`src/rtl/reg_bank_responder.sv`:
```
// reg_bank_responder: 16 x 32 register bank with a toggle-triggered read
// port (fixed READ_LATENCY, one pending request) and a toggle-triggered
// write port.
// Optional feature macro: RB_WRITE_BYPASS_EN -- when defined, writes to the
// captured read address update the read holding register until completion.
module reg_bank_responder #(
    parameter int unsigned READ_LATENCY = 1,
    parameter logic [31:0] RESET_VALUE  = 32'h0000_0000
) (
    input  logic        clk,
    input  logic        reset,
    input  logic [31:0] addrIn,
    input  logic        triggerIn,
    output logic [31:0] dataOut,
    output logic        readyOut,
    input  logic [3:0]  wrAddrIn,
    input  logic [31:0] wrDataIn,
    input  logic        wrTriggerIn,
    output logic        wrReadyOut,
    output logic        errOut
);

    typedef enum logic {
        IDLE = 1'b0,
        BUSY = 1'b1
    } state_t;

    logic [31:0] regs [16];

    logic        trig_q;
    logic        wr_trig_q;
    logic        wr_ready_q;
    logic        rd_detect;
    logic        wr_detect;

    state_t      state_q,     state_d;
    logic [2:0]  count_q,     count_d;
    logic [3:0]  rd_addr_q,   rd_addr_d;
    logic [31:0] hold_q,      hold_d;
    logic        pend_q,      pend_d;
    logic [3:0]  pend_addr_q, pend_addr_d;
    logic [31:0] data_q,      data_d;
    logic        ready_q,     ready_d;
    logic        err_q,       err_d;

    logic [3:0]  start_addr;
    logic [31:0] start_data;

    assign rd_detect  = triggerIn ^ trig_q;
    assign wr_detect  = wrTriggerIn ^ wr_trig_q;

    // A queued request always starts ahead of a fresh one arriving the same cycle.
    assign start_addr = pend_q ? pend_addr_q : addrIn[3:0];

`ifdef RB_WRITE_BYPASS_EN
    assign start_data = (wr_detect && (wrAddrIn == start_addr)) ? wrDataIn : regs[start_addr];
`else
    assign start_data = regs[start_addr];
`endif

    assign dataOut    = data_q;
    assign readyOut   = ready_q;
    assign wrReadyOut = wr_ready_q;
    assign errOut     = err_q;

    // Toggle-detect copies and write-port ready flag.
    always_ff @(posedge clk) begin
        if (reset) begin
            trig_q     <= triggerIn;
            wr_trig_q  <= wrTriggerIn;
            wr_ready_q <= 1'b1;
        end else begin
            trig_q     <= triggerIn;
            wr_trig_q  <= wrTriggerIn;
            wr_ready_q <= ~wr_detect;
        end
    end

    // Register array: reset fill and write commit on a detected write toggle.
    always_ff @(posedge clk) begin
        if (reset) begin
            regs <= '{default: RESET_VALUE};
        end else if (wr_detect) begin
            regs[wrAddrIn] <= wrDataIn;
        end
    end

    // Read FSM state register.
    always_ff @(posedge clk) begin
        if (reset) begin
            state_q     <= IDLE;
            count_q     <= '0;
            rd_addr_q   <= '0;
            hold_q      <= '0;
            pend_q      <= 1'b0;
            pend_addr_q <= '0;
            data_q      <= '0;
            ready_q     <= 1'b1;
            err_q       <= 1'b0;
        end else begin
            state_q     <= state_d;
            count_q     <= count_d;
            rd_addr_q   <= rd_addr_d;
            hold_q      <= hold_d;
            pend_q      <= pend_d;
            pend_addr_q <= pend_addr_d;
            data_q      <= data_d;
            ready_q     <= ready_d;
            err_q       <= err_d;
        end
    end

    // Read FSM next-state, pending-request and output logic.
    always_comb begin
        state_d     = state_q;
        count_d     = count_q;
        rd_addr_d   = rd_addr_q;
        hold_d      = hold_q;
        pend_d      = pend_q;
        pend_addr_d = pend_addr_q;
        data_d      = data_q;
        ready_d     = ready_q;
        err_d       = err_q;

`ifdef RB_WRITE_BYPASS_EN
        if (wr_detect && (wrAddrIn == rd_addr_q)) begin
            hold_d = wrDataIn;
        end
`endif

        case (state_q)
            IDLE: begin
                if (pend_q || rd_detect) begin
                    state_d   = BUSY;
                    count_d   = 3'(READ_LATENCY);
                    rd_addr_d = start_addr;
                    hold_d    = start_data;
                    ready_d   = 1'b0;
                    // Starting a queued request frees the slot for a toggle seen now.
                    if (pend_q) begin
                        pend_d      = rd_detect;
                        pend_addr_d = addrIn[3:0];
                    end
                end
            end
            BUSY: begin
                count_d = count_q - 3'd1;
                if (count_q == 3'd1) begin
                    state_d = IDLE;
                    data_d  = hold_d;
                    ready_d = 1'b1;
                end
                if (rd_detect) begin
                    if (pend_q) begin
                        err_d = 1'b1;
                    end else begin
                        pend_d      = 1'b1;
                        pend_addr_d = addrIn[3:0];
                    end
                end
            end
            default: begin
                state_d = IDLE;
            end
        endcase
    end

endmodule
```
`config.mk`:
```
export PLATFORM = sky130hd
export DESIGN_NAME = reg_bank_responder
export DESIGN_NICKNAME = d
export VERILOG_FILES = /design/src/rtl/reg_bank_responder.sv
export SDC_FILE = /design/constraint.sdc
export NUM_CORES = 2
export LEC_CHECK = 0
export CAP_MARGIN = 20
export CORE_UTILIZATION = 40
export CTS_BUF_LIST = sky130_fd_sc_hd__clkbuf_4 sky130_fd_sc_hd__clkbuf_8
export CTS_CLUSTER_SIZE = 12
export DETAILED_ROUTE_END_ITERATION = 8
export SETUP_SLACK_MARGIN = 0.02
export SLEW_MARGIN = 20
export SYNTH_ARGS = -nofsm -noshare
export SYNTH_HDL_FRONTEND = slang
export SYNTH_SLANG_ARGS = --single-unit
```
`constraint.sdc`:
```
create_clock -name clk -period 4.3 [get_ports clk]
set_clock_uncertainty 0.15 [all_clocks]
set_input_delay 0.645 -clock clk [delete_from_list [all_inputs] [get_ports clk]]
set_output_delay 0.645 -clock clk [all_outputs]
set_load 0.02 [all_outputs]
```
==> impl_metrics.toml <==
[drt]
drc = 0
ant_nets = 0
dr.first_iter.drc_count = 2465
dr.pass1.iters = 7
wl_per_cell_um = 20.8
vias = 21762
viasPerCell = 5.63
wirelength_mm = 80.5

[synthesis]
synth_flop_cell = "dfxtp_1"
synth_area_mm2 = 0.0244
syn_inst = 3058
synth_area_per_cell_um2 = 7.97
synth_edf_count = 0
yosys_warnings = 0
synthesis.nets = 3132
synth-async-reset-ratio = 0
synth-seq-area-share = 0.484
postSynthRegisterBits = 590
synthDistinctLibCells = 40

[pwr]
leakage_nw = 8.92
power.density_mw_per_mm2 = 424
peakVddDrop_mv = 0.199
total_power_mw = 11.8

[setup_path]
r2r_start = "pend_q"
path_class = "reg -> reg"
required_ns = 4.68
reg2reg_slack_ns = 0.90
worstReg2RegEnd = "hold_q[8]"
slowest_stage = "dfxtp_1"
crit_arrival_ns = 3.78
rr_worst_depth = 6
cpPeakStageDelay_ns = 1.00
crit_chain = "mux2i_4 -> buf_12 -> buf_4 -> mux4_2 -> a22oi_1 -> a311oi_1"
crit_path_end_kind = "flop"
cp-start-kind = "flop"
path_buf_inv = 2
worstPathMaxFanout = 43
cp_top_family = "flip-flops"

[grt]
grtUsageMet1 = 0.348
grt_max_degree = 132
antenna_found_initial = 3
grt_pass1_wl_mm = 122
grt_pass1_vias = 20324
grt_overflow = 0
grtUsageMet2 = 0.405
grt_usage = 0.254
grt_use_met3 = 0.0424
grt.busiest_layer = "met2"

[job]
max_cap_viol_count = 0

[min_path]
min_to = "regs[9]"
hold_path.startpoint = "regs[9]"
holdPathStages = 2
hp-class = "reg -> reg"

[clocking]
clk_latency_ns = 0.68
postCtsResizedCells = 0
hold_buffers = 0
cts_root_buf = "clkbuf_8"
cts_sinks = 590
cts_buffer_depth = 3
htree_levels = 3
numCtsBuffers = 94
clkTransAtPathRegs_ns = 0.06
cts_tree = "yes"
postCtsSetupBuffers = 0

[floorplan]
die_height_um = 249
core_mm2 = 0.0602
start_util = 0.405
ios = 107
rows = 90
die_area_mm2 = 0.0620
die_w_um = 249

[sta]
tns_ns = 0
setup_viol = 0
finalHoldViolations = 0
final.period_utilization = 0.790
max_clock_freq_mhz = 294
worst_pin_slew_ns = 1.03
min_period_ns = 3.40
drv_slew = 0
slew_headroom = 0.313
rsz0062_at_grt = "no"

[layout]
syn2layout_area_growth_pct = 14.3
num-nets-final = 3086
drive_gt1_frac = 0.115
fill_cells = 5704
multi_input_area_mm2 = 0.0116
seq_area_mm2 = 0.0118

[place]
place_hpwl_mm = 46.0
numPortBuffers = 78
routabilityCongestion = 0.802

[outcome]
status = "completed"
## Yosys cell counts, types with 4 or more instances
| library cell | count | share of area |
|---|---|---|
| a31oi_1 | 6 | 0.0015 |
| dfxtp_1 | 590 | 0.48 |
| buf_4 | 6 | 0.0018 |
| a21oi_1 | 546 | 0.11 |
| o32ai_1 | 4 | 0.0014 |
| o2111ai_1 | 26 | 0.0093 |
| a311oi_1 | 32 | 0.011 |
| nor2_1 | 55 | 0.0085 |
| clkbuf_1 | 254 | 0.039 |
| nor3_1 | 8 | 0.0016 |
| nand3_1 | 67 | 0.014 |
| nand2_1 | 1233 | 0.19 |
| buf_6 | 6 | 0.0028 |
| o211ai_1 | 5 | 0.0015 |
| a22oi_1 | 32 | 0.0099 |
| mux4_2 | 87 | 0.080 |
| buf_2 | 23 | 0.0047 |
| mux2i_1 | 32 | 0.013 |
| nand2b_1 | 5 | 0.0013 |
| inv_1 | 6 | 0.00092 |
## power breakdown
group          switching, mW  internal (mW)  total (mW)
Clock                   2.20           2.76        4.96
Combinational          0.779          0.366        1.15
Sequential             0.111           5.60        5.71
Total                   3.09           8.73        11.8
## cell type report
type / count / area share
Clock inverter: 8 / 0.00180
Tap cell: 782 / 0.0351
Inverter: 6 / 0.000808
Antenna cell: 2 / 0.000180
Clock buffer: 155 / 0.0680
Multi-Input combinational cell: 2170 / 0.416
Timing Repair Buffer: 150 / 0.0548
Sequential cell: 590 / 0.424
## worst max-delay path by stage
| stage | startpoint | end | slack, ns | cells past startpoint |
|---|---|---|---|---|
| 3_3_place_gp | pend_q | hold_q[8] | 0.93 | 6 |
| 6_report | pend_q | hold_q[8] | 0.90 | 6 |
| 4_1_cts | pend_q | hold_q[23] | 0.86 | 6 |
| 5_1_grt | pend_q | hold_q[23] | 0.74 | 6 |
| 3_5_place_dp | pend_q | hold_q[23] | 0.90 | 6 |
| 2_1_floorplan | addrIn[0] | hold_q[18] | 1.97 | 6 |
## cells by family after synthesis
kind of cell / synth area share
flip-flops: 0.484
multiplexers: 0.0950
AO/OA/AOI/OAI: 0.151
XOR/XNOR: 0.00144
adder cells (fa/ha/maj): 0.00103
buffers and inverters: 0.0498
AND/OR/NAND/NOR: 0.218
## layout by cell type, fill, tap and decap left out, drive strengths merged, types with 32 or more instances in the layout
master	synthesis	layout
clkdlybuf4s50	0	77
nor2	55	55
clkbuf	254	155
a311oi	32	32
dfxtp	590	590
a21oi	546	546
mux4	87	87
a22oi	32	32
buf	38	73
nand2	1233	1233
mux2i	33	33
nand3	67	67
## sequential cells by signal, summed over array words and instances, names as in the netlist
name / cells
trig_q: 1
pend_addr_q: 4
readyOut: 1
state_q: 1
regs: 512
wrReadyOut: 1
wr_trig_q: 1
dataOut: 32
hold_q: 32
pend_q: 1
count_q: 3
errOut: 1
## metrics by stage
stage	cells	area, µm²	hold WS (ns)	util	setup slack [ns]
6_report	3863	27900	0.301	0.463	0.903
5_1_grt	3863	27900	0.315	0.463	0.739
4_1_cts	3861	27900	0.299	0.463	0.860
3_5_place_dp	3698	25900	0.294	0.430	0.903
3_3_place_gp	3698	25900	0.288	0.430	0.928
2_1_floorplan	3058	24400	0.282	-	1.97
## worst min-delay path, delay by kind of cell (launching register included)
family	cells	cell delay (ns)
AO/OA/AOI/OAI	1	0.05
AND/OR/NAND/NOR	1	0.05
flip-flops	1	0.30
## per-layer routing
layer / vias to the layer above / routed length, µm / part of all wire
met1: 10507 / 33600 / 0.42
met4: 2 / 1950 / 0.024
met3: 130 / 7760 / 0.096
met2: 991 / 37100 / 0.46
met5: - / 13 / 0.00016
li1: 10132 / - / -
(Power assumes the default switching activity.)
